**src/rtl/logic_unit_arbiter.sv**
```systemverilog
// logic_unit_arbiter
// Shares one WIDTH-bit bitwise logic unit (AND/OR/XOR/NOR) between two requesters
// using a round-robin grant. At most one operation is in flight.
//
// Ports:
//   clk        rising-edge clock
//   rst_n      asynchronous active-low reset
//   req_valid  [1:0]        request valid, bit i = requester i
//   req_ready  [1:0]        request accepted when valid & ready
//   req_op     [3:0]        {op1,op0}: 00 AND, 01 OR, 10 XOR, 11 NOR
//   req_a      [2*WIDTH-1:0] {a1,a0}
//   req_b      [2*WIDTH-1:0] {b1,b0}
//   rsp_valid  [1:0]        result valid for requester i
//   rsp_ready  [1:0]        requester i takes the result
//   rsp_data   [WIDTH-1:0]  shared result bus
//   busy                    high whenever not idle
module logic_unit_arbiter #(
  parameter int unsigned WIDTH = 32
) (
  input  logic               clk,
  input  logic               rst_n,
  input  logic [1:0]         req_valid,
  output logic [1:0]         req_ready,
  input  logic [3:0]         req_op,
  input  logic [2*WIDTH-1:0] req_a,
  input  logic [2*WIDTH-1:0] req_b,
  output logic [1:0]         rsp_valid,
  input  logic [1:0]         rsp_ready,
  output logic [WIDTH-1:0]   rsp_data,
  output logic               busy
);

  typedef enum logic [1:0] {StIdle, StExec, StResp} state_e;

  state_e           state_q, state_d;
  logic             prio_q, prio_d;
  logic             owner_q, owner_d;
  logic [1:0]       op_q, op_d;
  logic [WIDTH-1:0] a_q, a_d;
  logic [WIDTH-1:0] b_q, b_d;
  logic [WIDTH-1:0] data_q, data_d;
  logic [1:0]       rsp_valid_q, rsp_valid_d;

  logic             gnt;
  logic             gnt_any;
  logic [WIDTH-1:0] result;

  // Contention goes to prio; otherwise the lone valid requester wins.
  always_comb begin
    gnt_any = |req_valid;
    gnt     = (&req_valid) ? prio_q : req_valid[1];
  end

  always_comb begin
    unique case (op_q)
      2'b00:   result = a_q & b_q;
      2'b01:   result = a_q | b_q;
      2'b10:   result = a_q ^ b_q;
      default: result = ~(a_q | b_q);
    endcase
  end

  always_comb begin
    state_d     = state_q;
    prio_d      = prio_q;
    owner_d     = owner_q;
    op_d        = op_q;
    a_d         = a_q;
    b_d         = b_q;
    data_d      = data_q;
    rsp_valid_d = rsp_valid_q;
    req_ready   = 2'b00;

    unique case (state_q)
      StIdle: begin
        if (gnt_any) begin
          req_ready[gnt] = 1'b1;
          owner_d        = gnt;
          op_d           = gnt ? req_op[3:2] : req_op[1:0];
          a_d            = gnt ? req_a[2*WIDTH-1:WIDTH] : req_a[WIDTH-1:0];
          b_d            = gnt ? req_b[2*WIDTH-1:WIDTH] : req_b[WIDTH-1:0];
          state_d        = StExec;
        end
      end
      StExec: begin
        data_d      = result;
        rsp_valid_d = owner_q ? 2'b10 : 2'b01;
        state_d     = StResp;
      end
      StResp: begin
        // Only the owner's ready completes the transfer.
        if (rsp_ready[owner_q]) begin
          rsp_valid_d = 2'b00;
          prio_d      = ~owner_q;
          state_d     = StIdle;
        end
      end
      default: state_d = StIdle;
    endcase
  end

  always_ff @(posedge clk or negedge rst_n) begin
    if (!rst_n) begin
      state_q     <= StIdle;
      prio_q      <= 1'b0;
      owner_q     <= 1'b0;
      op_q        <= 2'b00;
      a_q         <= '0;
      b_q         <= '0;
      data_q      <= '0;
      rsp_valid_q <= 2'b00;
    end else begin
      state_q     <= state_d;
      prio_q      <= prio_d;
      owner_q     <= owner_d;
      op_q        <= op_d;
      a_q         <= a_d;
      b_q         <= b_d;
      data_q      <= data_d;
      rsp_valid_q <= rsp_valid_d;
    end
  end

  assign rsp_valid = rsp_valid_q;
  assign rsp_data  = data_q;
  assign busy      = (state_q != StIdle);

endmodule

```
**config.mk**
```make
export PLATFORM = sky130hd
export DESIGN_NAME = logic_unit_arbiter
export DESIGN_NICKNAME = d
export VERILOG_FILES = /design/src/rtl/logic_unit_arbiter.sv
export SDC_FILE = /design/constraint.sdc
export NUM_CORES = 1
export LEC_CHECK = 0
export CORE_MARGIN = 2
export CORE_UTILIZATION = 49
export CTS_CLUSTER_DIAMETER = 60
export CTS_CLUSTER_SIZE = 8
export DETAILED_ROUTE_END_ITERATION = 8
export PLACE_DENSITY = 0.81
export SYNTH_ARGS = -nofsm -noshare
export SYNTH_HDL_FRONTEND = slang
export SYNTH_SLANG_ARGS = --single-unit
```
**constraint.sdc**
```tcl
create_clock -name clk -period 2.24 [get_ports clk]
set_input_delay 0.448 -clock clk [delete_from_list [all_inputs] [get_ports clk]]
set_output_delay 0.448 -clock clk [all_outputs]
set_load 0.02 [all_outputs]
```
==> out/results.txt <==
Status - complete, no violations
Area Overhead vs Synth - 34.6%
Ys Warns - 0
Initial antenna violation count - 0
Die ar. - 0.0138 mm2
Leakage power - 3.86 nW
Layout cells sized above 1 - 5.78%
Die width - 118 um
Max-cap violations - 0
Placed insts - 935
#FFs+latches synth - 104
CP Capture Type - primary output
Setup CP Type - reg2out
Net Count, Synth - 829
Yosys cell types - 30
Largest net degree at the start of global routing - 68
Nets@finish - 976
Total power - 11.9 mW
1st-pass router iterations - 6
Starting Density - 50.1%
Via/cell ratio - 5.86
Most frequent cells in the layout - clkdlybuf4s50_1 (171), dfrtp_1 (103), a221o_1 (75)
CP max FO - 7
Synth area leaders - dfrtp_1 (41%), ha_1 (13%), a221o_1 (12%)
WP data required - 1.79 ns
Post-CTS Setup Bufs - 0
WL final - 17300 um
Clock Latency Late Sink - 0.35 ns
Routed vias - 5566
Final Util - 67.5%
Cell row count - 41
Pwr/cell area - 1400 mW/mm2
Hold buffers post-CTS - 0
Final WS setup - 0.121 ns
Final Slew Violations - 0
First-pass GRT wire length - 28400 um
Root Driver - clkbuf_16
Clock slew at reported path FFs - 0.07 ns
Max VDD drop - 0.000770 V
Post-route ant nets - 0
N_diodes - 0
Seq/Total Area, Yosys - 41.2%
Yosys top cell by area - dfrtp_1
Crit path launch type - flop
Core area - 0.0126 mm2
IO buf count - 174
Post-synth top area share - 41.2%
Worst slew margin - 43.6%
H-Tree Depth - 3
Hold Crit Class - in2async
Cells along the critical path - nor2_4, inv_2, clkdlybuf4s50_1
Commonest non-fill, non-tap cell in the layout - clkdlybuf4s50_1
Maximum root-to-sink buffer count - 2
Vias in the first global route - 5651
Place WS - -0.282 ns
Final setup vio count - 0
Clk sink count - 104
Final cell count without fillers - 950
Setup Skew - 0.00646 ns
Max frequency - 0.472 GHz
1st-iter DRT viols - 488
CTS tree - built
# fillers - 983
Remaining Overflow, GRT - 0
Least-Margin Pin Slew - 0.844 ns
Post-DP HPWL - 12000 um
WL/cell - 18.2 um
Hold Vio Cnt, Final - 0
RSZ-0062 raised after global routing - no
Area of the mapped netlist - 0.00632 mm2
DRC - 0
Crit path time final - 2.12 ns
Slowest cell on crit path - clkdlybuf4s50_1
# IOs - 175
GPL Wtd Cong - 0.882
CTS Buf Count - 9
Final hold slack - 0.0272 ns
Die Y - 118 um
Synth Instances - 627
GRT Total Usage - 25.2%
Synth Area per Inst - 10.1 um2
Worst Path Arrival - 1.67 ns
Final period util - 94.6%
CP peak stage delay - 0.64 ns
==> flip-flops by register name (all words and copies together) (netlist names) <==
signal / cells
a_q: 32
b_q: 32
op_q: 2
owner_q: 1
prio_q: 1
rsp_data: 32
rsp_valid: 2
state_q: 2
==> path summary, 6_finish.rpt <==
path,start,to,slack (ns),cells after the start
max,state_q[1]$_DFFE_PN0P_,busy,0.12,3
min,rst_n,rsp_data[24]$_DFFE_PN0P_,0.03,1
max reg2reg,state_q[1]$_DFFE_PN0P_,rsp_data[19]$_DFFE_PN0P_,0.38,3
min reg2reg,rsp_data[17]$_DFFE_PN0P_,rsp_data[17]$_DFFE_PN0P_,0.52,1
max in group asynchronous,rst_n,op_q[1]$_DFFE_PN0P_,1.44,2
min in group clk,rsp_data[17]$_DFFE_PN0P_,rsp_data[17]$_DFFE_PN0P_,0.52,1
==> kinds of logic (layout without fill, tap and decap cells) <==
| logic type | count (synthesis) | after routing | share of synthesized area (%) |
|---|---|---|---|
| AO/OA/AOI/OAI | 196 | 196 | 22.1 |
| XOR/XNOR | 32 | 32 | 4.43 |
| multiplexers | 32 | 32 | 5.07 |
| buffers and inverters | 125 | 276 | 8.47 |
| AND/OR/NAND/NOR | 74 | 74 | 6.09 |
| adder cells (fa/ha/maj) | 64 | 64 | 12.7 |
| flip-flops | 104 | 104 | 41.2 |
==> metal layers <==
| metal | vias up | track usage (%) | wire length [um] |
|---|---|---|---|
| met5 | - | 0 | 0 |
| met4 | 0 | 9.64 | 427 |
| met3 | 41 | 3.92 | 1150 |
| met2 | 255 | 43.2 | 8540 |
| met1 | 2696 | 32.0 | 7200 |
| li1 | 2574 | - | - |
==> power by group <==
part | switching [mW] | internal, mW | leakage (nW)
clock network | 0.695 | 1.03 | 0.159
logic | 3.51 | 3.15 | 2.44
registers | 0.711 | 2.83 | 1.25
==> stage by stage <==
| stage | area, um2 | setup TNS, ns |
|---|---|---|
| 2_1_floorplan | 6320 | 0 |
| 3_3_place_gp | 8200 | -5.19 |
| 3_5_place_dp | 8200 | -7.28 |
| 4_1_cts | 8520 | 0 |
| 5_1_grt | 8510 | 0 |
| 6_report | 8510 | 0 |
==> Yosys cell counts <==
cell type and count:
buf_6 6, o21ai_0 26, a211oi_1 1, clkinv_1 1
a31oi_1 23, a21oi_1 68, xnor2_1 32, buf_2 14
inv_1 65, nor3_4 1, nor3_1 32, inv_2 2
nand3_1 24, mux2i_1 32, nor2_1 3, nand3b_1 2
a221oi_1 1, nor2_2 1, nand2b_1 3, a21o_1 1
nor2b_1 2, ha_1 64, or2_1 1, a221o_1 75
clkbuf_1 27, dfrtp_1 104, buf_1 9, nand2_1 5
o211a_1 1, buf_4 1
==> worst max-delay path: cells and delay by family (launching register included) <==
| family | cells | cell delay [ns] |
|---|---|---|
| buffers and inverters | 2 | 0.72 |
| DFF | 1 | 0.51 |
| and+or+nand+nor | 1 | 0.09 |
==> final cells by class <==
class | count | area, um2 | area share, %
clock inverter | 3 | 65.1 | 0.764
clock buffer | 12 | 256 | 3.01
multi-input combinational | 398 | 3200 | 37.6
tap | 172 | 215 | 2.53
timing repair buffer | 193 | 1910 | 22.5
sequential | 104 | 2610 | 30.6
inverter | 68 | 255 | 3.00
==> what timing repair did <==
action,CTS,global route
resized for setup,3,4
setup endpoints to repair,2,4
endpoints found under the hold margin,0,0
pin swaps,0,0
No activity file was read; power rests on OpenSTA's default activity.
